File: src/rtl/rfkit_uart_pkg.sv
// rtl/rfkit_uart_pkg.sv - shared UART transmit types and constants
package rfkit_uart_pkg;

    typedef enum logic [2:0] {
        IDLE,
        REQUEST,
        WAIT_DATA,
        START,
        DATA,
        STOP
    } uart_tx_state_e;

    localparam int   UartDataBits = 8;
    localparam logic TxIdleLevel  = 1'b1;

endpackage

File: src/rtl/uart_bit_timer.sv
// rtl/uart_bit_timer.sv - per-bit clock divider with synchronous clear and bit_done strobe
module uart_bit_timer #(
    parameter int ClocksPerBit = 868
) (
    input  logic clk,
    input  logic rst_n,
    input  logic clear,
    output logic bit_done
);

    localparam int CntW = (ClocksPerBit > 1) ? $clog2(ClocksPerBit) : 1;
    localparam logic [CntW-1:0] LastCnt = CntW'(ClocksPerBit - 1);

    logic [CntW-1:0] cnt_q;
    logic [CntW-1:0] cnt_d;

    assign bit_done = !clear && (cnt_q == LastCnt);

    always_comb begin
        cnt_d = cnt_q + 1'b1;
        if (clear || bit_done) begin
            cnt_d = '0;
        end
    end

    always_ff @(posedge clk or negedge rst_n) begin
        if (!rst_n) begin
            cnt_q <= '0;
        end else begin
            cnt_q <= cnt_d;
        end
    end

endmodule

File: src/rtl/ring_buffer_uart_tx.sv
// rtl/ring_buffer_uart_tx.sv - drains a ring buffer read port into UART 8N1/8N2 frames
module ring_buffer_uart_tx
    import rfkit_uart_pkg::*;
#(
    parameter int ClocksPerBit = 868,
    parameter int StopBits     = 1
) (
    input  logic       clk,
    input  logic       rst_n,
    input  logic       enable,
    input  logic       buffer_empty,
    input  logic [7:0] buffer_data,
    input  logic       buffer_data_valid,
    output logic       get,
    output logic       tx,
    output logic       busy,
    output logic       read_error
);

    if (StopBits != 1 && StopBits != 2) begin : g_bad_stop_bits
        $error("StopBits must be 1 or 2");
    end

    localparam logic [2:0] LastBit  = 3'(UartDataBits - 1);
    localparam logic       LastStop = 1'(StopBits - 1);

    uart_tx_state_e state_q, state_d;
    logic [7:0]     shift_q, shift_d;
    logic [2:0]     bit_idx_q, bit_idx_d;
    logic           stop_cnt_q, stop_cnt_d;
    logic           tx_q, tx_d;
    logic           busy_q, busy_d;
    logic           read_error_q, read_error_d;
    logic           timer_clear;
    logic           bit_done;

    // The timer only runs while a frame is on the wire, so START always begins at count 0.
    assign timer_clear = (state_q == IDLE) || (state_q == REQUEST) || (state_q == WAIT_DATA);

    uart_bit_timer #(
        .ClocksPerBit(ClocksPerBit)
    ) u_bit_timer (
        .clk     (clk),
        .rst_n   (rst_n),
        .clear   (timer_clear),
        .bit_done(bit_done)
    );

    assign get        = (state_q == REQUEST);
    assign tx         = tx_q;
    assign busy       = busy_q;
    assign read_error = read_error_q;

    always_comb begin
        state_d      = state_q;
        shift_d      = shift_q;
        bit_idx_d    = bit_idx_q;
        stop_cnt_d   = stop_cnt_q;
        tx_d         = tx_q;
        read_error_d = 1'b0;
        case (state_q)
            IDLE: begin
                if (enable && !buffer_empty) begin
                    state_d = REQUEST;
                end
            end
            REQUEST: begin
                state_d = WAIT_DATA;
            end
            WAIT_DATA: begin
                if (buffer_data_valid) begin
                    shift_d = buffer_data;
                    tx_d    = 1'b0;
                    state_d = START;
                end else begin
                    read_error_d = 1'b1;
                    state_d      = IDLE;
                end
            end
            START: begin
                if (bit_done) begin
                    tx_d      = shift_q[0];
                    bit_idx_d = '0;
                    state_d   = DATA;
                end
            end
            DATA: begin
                if (bit_done) begin
                    if (bit_idx_q == LastBit) begin
                        tx_d       = TxIdleLevel;
                        stop_cnt_d = 1'b0;
                        state_d    = STOP;
                    end else begin
                        bit_idx_d = bit_idx_q + 3'd1;
                        shift_d   = shift_q >> 1;
                        tx_d      = shift_q[1];
                    end
                end
            end
            STOP: begin
                if (bit_done) begin
                    if (stop_cnt_q == LastStop) begin
                        state_d = (enable && !buffer_empty) ? REQUEST : IDLE;
                    end else begin
                        stop_cnt_d = stop_cnt_q + 1'b1;
                    end
                end
            end
            default: begin
                tx_d    = TxIdleLevel;
                state_d = IDLE;
            end
        endcase
        busy_d = (state_d != IDLE);
    end

    always_ff @(posedge clk or negedge rst_n) begin
        if (!rst_n) begin
            state_q      <= IDLE;
            shift_q      <= '0;
            bit_idx_q    <= '0;
            stop_cnt_q   <= 1'b0;
            tx_q         <= TxIdleLevel;
            busy_q       <= 1'b0;
            read_error_q <= 1'b0;
        end else begin
            state_q      <= state_d;
            shift_q      <= shift_d;
            bit_idx_q    <= bit_idx_d;
            stop_cnt_q   <= stop_cnt_d;
            tx_q         <= tx_d;
            busy_q       <= busy_d;
            read_error_q <= read_error_d;
        end
    end

endmodule

File: config.mk
export PLATFORM = sky130hd
export DESIGN_NAME = ring_buffer_uart_tx
export DESIGN_NICKNAME = d
export VERILOG_FILES = /design/src/rtl/rfkit_uart_pkg.sv /design/src/rtl/uart_bit_timer.sv /design/src/rtl/ring_buffer_uart_tx.sv
export SDC_FILE = /design/constraint.sdc
export NUM_CORES = 1
export LEC_CHECK = 0
export CORE_UTILIZATION = 29
export CTS_CLUSTER_SIZE = 24
export DETAILED_ROUTE_END_ITERATION = 7
export PLACE_DENSITY_LB_ADDON = 0.15
export SLEW_MARGIN = 40
export SYNTH_ARGS = -nofsm -noshare
export SYNTH_HDL_FRONTEND = slang
export SYNTH_SLANG_ARGS = --single-unit
File: constraint.sdc
create_clock -name clk -period 4.37 [get_ports clk]
set_clock_uncertainty 0.1 [all_clocks]
set_input_delay 0.6555 -clock clk [delete_from_list [all_inputs] [get_ports clk]]
set_output_delay 0.6555 -clock clk [all_outputs]
set_load 0.01 [all_outputs]
==> metrics.txt, run 1 <==
r2r worst-path depth=5; fmax=414 MHz; Reg2Reg Setup Slack=2.18 ns; Clock Tree Root=clkbuf_8; area leader, netlist=dfrtp_1; first-pass GRT wire length=4.59 mm; largest family of logic cells by synthesized area=simple AND/OR/NAND/NOR gates; DRT Pass-1 Iters=4; XOR/XNOR Fraction of Synth Area=4.87%; GRT Resource Usage Total=11.2%; stages on the worst setup path=3; Fillers=491; Slew headroom=64.6%; net count after synthesis=148; Lkg Pwr=0.000699 uW; critical path endpoint category=output port; total I/O pin count=17; Hold WC Path Type=reg2reg; initial DRC count=56; ant diodes=0; RR Startpoint=u_bit_timer.cnt_q[0]; Die X=72.5 um; CP peak stage delay=0.59 ns; YS warnings=0; clock slew at reported path FFs=0.10 ns; multiplexer share of the synthesized area=13.6%; Placed Area=1660 um2; drt total wl=2.69 mm; gr ovfl total=0; clock share of power=20.0%; worst skew pair latency=0.27 ns; Post-CTS Setup Inserts=0; port bufs=16; RSZ-0062 raised after global routing=false; fin area=1700 um2; post-route DRC violation count=0; vias per inst=4.63; Yosys cell types=36; Crit Path Max Fanout=14; Initial Util=30.3%; worst hold path depth=1; post-DR wirelength/cell=12.6 um; RR Endpoint=shift_q[5]; Gate power share=29.8%; average cell area after synthesis=10.9 um2; Data arrival, critical path=1.66 ns; Psw=214 uW; flops & latches, synth=27; Sw Ratio=29.5%; hpwl dp=1.86 mm; Site Rows=25; fin nets=164; setup TNS=0 ns; Pwr Density=424 nW/um2; # hold bufs at CTS=0; area growth from synthesis to layout=18.3%; sequential element share of the synthesized area=47.0%; fin crit share=55.3%; Register Area=677 um2; post-synthesis simple-gate area fraction=17.0%; initial antenna violation count=0; Adder-Cell Fraction of Synth Area=2.61%; Final ANT Viol Nets=0; Top Family by Delay on Critical Path=flip-flops; PostCTS Resize Cnt=0; Startpoint Class=register; WS Path Type=reg2out; Max clock buf depth=2; # setup viols final=0; Worst Hold End=u_bit_timer.cnt_q[0]; Flop pwr share=50.2%; Die Footprint=5250 um2; CTS tree=yes; Routability Congestion=0.718; cts bufs inserted=3; layout cells sized above 1=18.4%; worst setup path start=state_q[0]; Worst Path Required=3.61 ns; Vias=991; largest net degree at the start of global routing=28; status=finished, final reports clean; max-slew violation count=0; Internal=509 uW; Yosys top cell area share=45.2%; Area contributors post-synth=dfrtp_1 45%, mux2_4 7.3%, mux2_2 6.3%; Compound-Gate Fraction of Synth Area=10.9%; vias in the first global route=1013; core area=4750 um2; CP max-delay cell=dfrtp_1; die height=72.5 um; post-layout util=35.8%; Gate Count Post-Synth=132; CP Cell Sequence=nand2b_1 > nor2_1 > clkdlybuf4s50_1; final hold viol count=0; mapped cell area=1440 um2; clk sinks=27; Hold Crit Start=u_bit_timer.cnt_q[0]; MaxCap Viol Count=0; Slew @ Worst Pin=0.531 ns; Period minus WS final=2.41 ns; total power=723 uW; crit path buf inv count=1; multi-input logic area=708 um2; VDD IR max=0.182 mV; CTS H-Tree Depth=1
## sequential cells by signal, indices dropped and copies added (netlist names)
register,count
bit_idx_q,3
shift_q,8
state_q,3
u_bit_timer.cnt_q,10
busy,1
tx,1
read_error,1
## cells in the mapped netlist (all sizes together)
| cell type | number |
|---|---|
| a21o | 1 |
| a21oi | 3 |
| a221o | 1 |
| a22o | 5 |
| a31o | 2 |
| a31oi | 1 |
| a32o | 1 |
| a32oi | 1 |
| and4b | 1 |
| buf | 3 |
| clkbuf | 3 |
| dfrtp | 26 |
| dfstp | 1 |
| ha | 3 |
| inv | 6 |
| mux2 | 15 |
| nand2 | 5 |
| nand2b | 5 |
| nand3 | 5 |
| nand4 | 1 |
| nand4b | 1 |
| nand4bb | 1 |
| nor2 | 17 |
| nor3 | 3 |
| nor3b | 1 |
| nor4 | 3 |
| o21ai | 5 |
| o22ai | 2 |
| or2 | 1 |
| or3b | 1 |
| xnor2 | 6 |
| xor2 | 2 |
## worst max-delay path by stage
stage | endpoint
final | get
after global routing | get
after CTS | shift_q[2]
after detailed placement | shift_q[2]
after global placement | shift_q[3]
after floorplan | shift_q[1]
## cells in the final DEF, fill, tap and decap left out, drive strengths merged
cell type	count
a21o	1
ha	3
mux2	15
a32o	1
a221o	1
clkdlybuf4s50	16
o21ai	5
a22o	5
nor2	17
a31oi	1
nor3	3
nand3	5
clkbuf	4
a31o	2
or2	1
inv	6
and4b	1
nor4	3
nand4bb	1
a21oi	3
nor3b	1
dfstp	1
dfrtp	26
or3b	1
nand4b	1
o22ai	2
nand2	5
buf	1
a32oi	1
xnor2	6
xor2	2
nand4	1
nand2b	5
## cell families (layout without fill, tap and decap cells)
kind of cell             count (synthesis)  after routing
adder cells (fa/ha/maj)                  3              3
XOR/XNOR                                 8              8
AND/OR/NAND/NOR                         45             45
flip-flops                              27             27
AO/OA/AOI/OAI                           22             22
multiplexers                            15             15
buffers and inverters                   12             27
## through the flow
stage,instances,hold slack [ns],setup WS (ns)
5_1_grt,214,0.410,1.80
6_report,214,0.392,1.96
2_1_floorplan,132,0.260,2.40
3_3_place_gp,210,0.376,1.97
3_5_place_dp,210,0.381,1.90
4_1_cts,214,0.395,1.91
## per-layer routing
layer	part of all wire [%]	vias up	track usage [%]
li1	-	502	-
met1	51	474	14.6
met2	45	13	18.7
met3	3.0	2	2.08
met4	0.63	0	3.92
met5	0	-	0
## power groups by stage
stage | Combinational, uW | Sequential (uW) | Clock, uW
5_1_grt | 236 | 372 | 158
6_report | 216 | 363 | 144
3_5_place_dp | 219 | 365 | 0
2_1_floorplan | 175 | 346 | 0
3_3_place_gp | 217 | 365 | 0
4_1_cts | 219 | 362 | 150
## cell type report
type	count	area share [%]
Multi-Input combinational cell	93	41.6
Tap cell	67	4.92
Timing Repair Buffer	17	9.84
Sequential cell	27	39.7
Clock buffer	4	2.64
Inverter	6	1.32
(Power assumes the default switching activity.)
==> run 2, diff against run 1 <==
==> constraint.sdc (replaced) <==
create_clock -name clk -period 2.38 [get_ports clk]
set_clock_uncertainty 0.1 [all_clocks]
set_input_delay 0.357 -clock clk [delete_from_list [all_inputs] [get_ports clk]]
set_output_delay 0.357 -clock clk [all_outputs]
set_load 0.01 [all_outputs]
==> run 2 against run 1 <==
  * Final cell count rose by 1.4%
  * Cell area is 1.2% higher
  * Total power grew 85%
  * Register-to-register slack got worse by 2.0 ns
  * Wire length grew 2.3%
  * Sequential power increased by 78%
==> metrics.txt, run 2 (synthesized netlist as in run 1, its figures left out) <==
status=finished, final reports clean; GRT Resource Usage Total=12.0%; Largest regs=u_bit_timer.cnt_q: 10 flops, shift_q: 8 flops; Max clock buf depth=2; Die Footprint=5250 um2; CTS tree=yes; hpwl dp=2.02 mm; Setup WS post-layout=0.183 ns; Gate power share=32.4%; Final ANT Viol Nets=0; fmax=455 MHz; Crit Path Max Fanout=9; RSZ-0062 raised after global routing=false; Psw=394 uW; RR Endpoint=shift_q[3]; die height=72.5 um; Clock Tree Root=clkbuf_8; Sw Ratio=29.4%; post-layout util=36.3%; fin nets=167; core area=4750 um2; Most Used Layer, Global Route=met2; most frequent cells in the layout=26 x dfrtp_1, 17 x nor2_1, 16 x clkdlybuf4s50_1; WS Path Type=reg2reg; RR Startpoint=u_bit_timer.cnt_q[0]; clock share of power=19.3%; MaxCap Viol Count=0; CTS H-Tree Depth=1; Vias=1008; met1 Resource Use GR=15.2%; Site Rows=25; max-slew violation count=0; initial antenna violation count=0; most common cell after layout, fill and taps aside=dfrtp_1; Fillers=491; Lkg Pwr=0.000718 uW; Die X=72.5 um; post-route DRC violation count=0; Data arrival, critical path=2.25 ns; Reg2Reg Setup Slack=0.18 ns; initial DRC count=19; ant diodes=0; layout cells sized above 1=20.0%; cts bufs inserted=3; vias in the first global route=1063; CP max-delay cell=a32o_2; Startpoint Class=register; max FFs per register=10; critical path endpoint category=register; Internal=944 uW; Hold WC Path Type=in2async; # setup viols final=0; Post-CTS Setup Inserts=0; clk sinks=27; Biggest register=u_bit_timer.cnt_q; Slew @ Worst Pin=0.531 ns; CP peak stage delay=0.43 ns; gr ovfl total=0; PostCTS Resize Cnt=0; DRT Pass-1 Iters=4; largest net degree at the start of global routing=28; # hold bufs at CTS=0; Pwr Density=775 nW/um2; total I/O pin count=17; setup TNS=0 ns; total power=1340 uW; VDD IR max=0.382 mV; met3 Usage GRT=3.33%; met2 usage=20.2%; Worst Path Required=2.44 ns; CP Cell Sequence=ha_1 > nand4bb_1 > nor3_4 > a32o_2 > mux2_4; Place WS=0.206 ns; Flop pwr share=48.4%; r2r worst-path depth=5; vias per inst=4.65; Routability Congestion=0.766; clock slew at reported path FFs=0.09 ns; Slew headroom=64.3%; fin crit share=92.3%; Period minus WS final=2.20 ns; worst skew pair latency=0.27 ns; final hold viol count=0; first-pass GRT wire length=4.84 mm; area growth from synthesis to layout=19.8%; port bufs=16; post-DR wirelength/cell=12.7 um; drt total wl=2.76 mm; Initial Util=30.3%
## run 2: cell count changes in the layout (fill, tap and decap cells not counted), sizes merged
cell | previous run | this run
clkbuf | 4 | 3
buf | 1 | 4
clkinv | 0 | 1
## run 2: critical path: cells and delay by family (launching register included)
| family | cells | cell delay [ns] |
|---|---|---|
| adders and majority gates | 1 | 0.24 |
| muxes | 1 | 0.33 |
| and+or+nand+nor | 2 | 0.57 |
| DFF | 1 | 0.40 |
| AOI/OAI and AO/OA | 1 | 0.43 |
## run 2: per-layer routing
layer	vias up	wire length, um
met4	0	19
li1	502	-
met3	2	111
met1	487	1310
met2	17	1320
met5	-	0
## run 2: metrics by stage
| step | area [um2] | cells | hold slack [ns] |
|---|---|---|---|
| after floorplan | 1440 | 132 | -0.0386 |
| after global placement | 1680 | 213 | 0.371 |
| after detailed placement | 1680 | 213 | 0.388 |
| after CTS | 1730 | 217 | 0.359 |
| after global routing | 1730 | 217 | 0.370 |
| final | 1730 | 217 | 0.348 |
## run 2: final cells by class
class | instances | area [um2] | area share [%]
well taps | 67 | 83.8 | 4.86
clock buffers | 3 | 41.3 | 2.39
flip-flops and latches | 27 | 677 | 39.2
repair buffers | 20 | 190 | 11.0
inverters | 6 | 22.5 | 1.31
multi-input cells | 93 | 706 | 40.9
clock inverters | 1 | 5.00 | 0.290
## run 2: how the worst max path moves through the flow
stage | from | endpoint | slack, ns | cells after the start
finish | u_bit_timer.cnt_q[0] | shift_q[3] | 0.18 | 5
global route | u_bit_timer.cnt_q[0] | shift_q[3] | 0.06 | 5
CTS | u_bit_timer.cnt_q[0] | shift_q[3] | 0.18 | 5
detailed placement | u_bit_timer.cnt_q[0] | shift_q[3] | 0.21 | 5
global placement | u_bit_timer.cnt_q[0] | shift_q[3] | 0.28 | 5
floorplan | state_q[1] | shift_q[1] | 0.41 | 6
## run 2: power groups by stage
stage	combinational [uW]	clock (uW)	sequential [uW]
finish	433	258	647
global route	470	294	665
CTS	439	274	648
detailed placement	437	0	657
global placement	429	0	655
floorplan	321	0	635
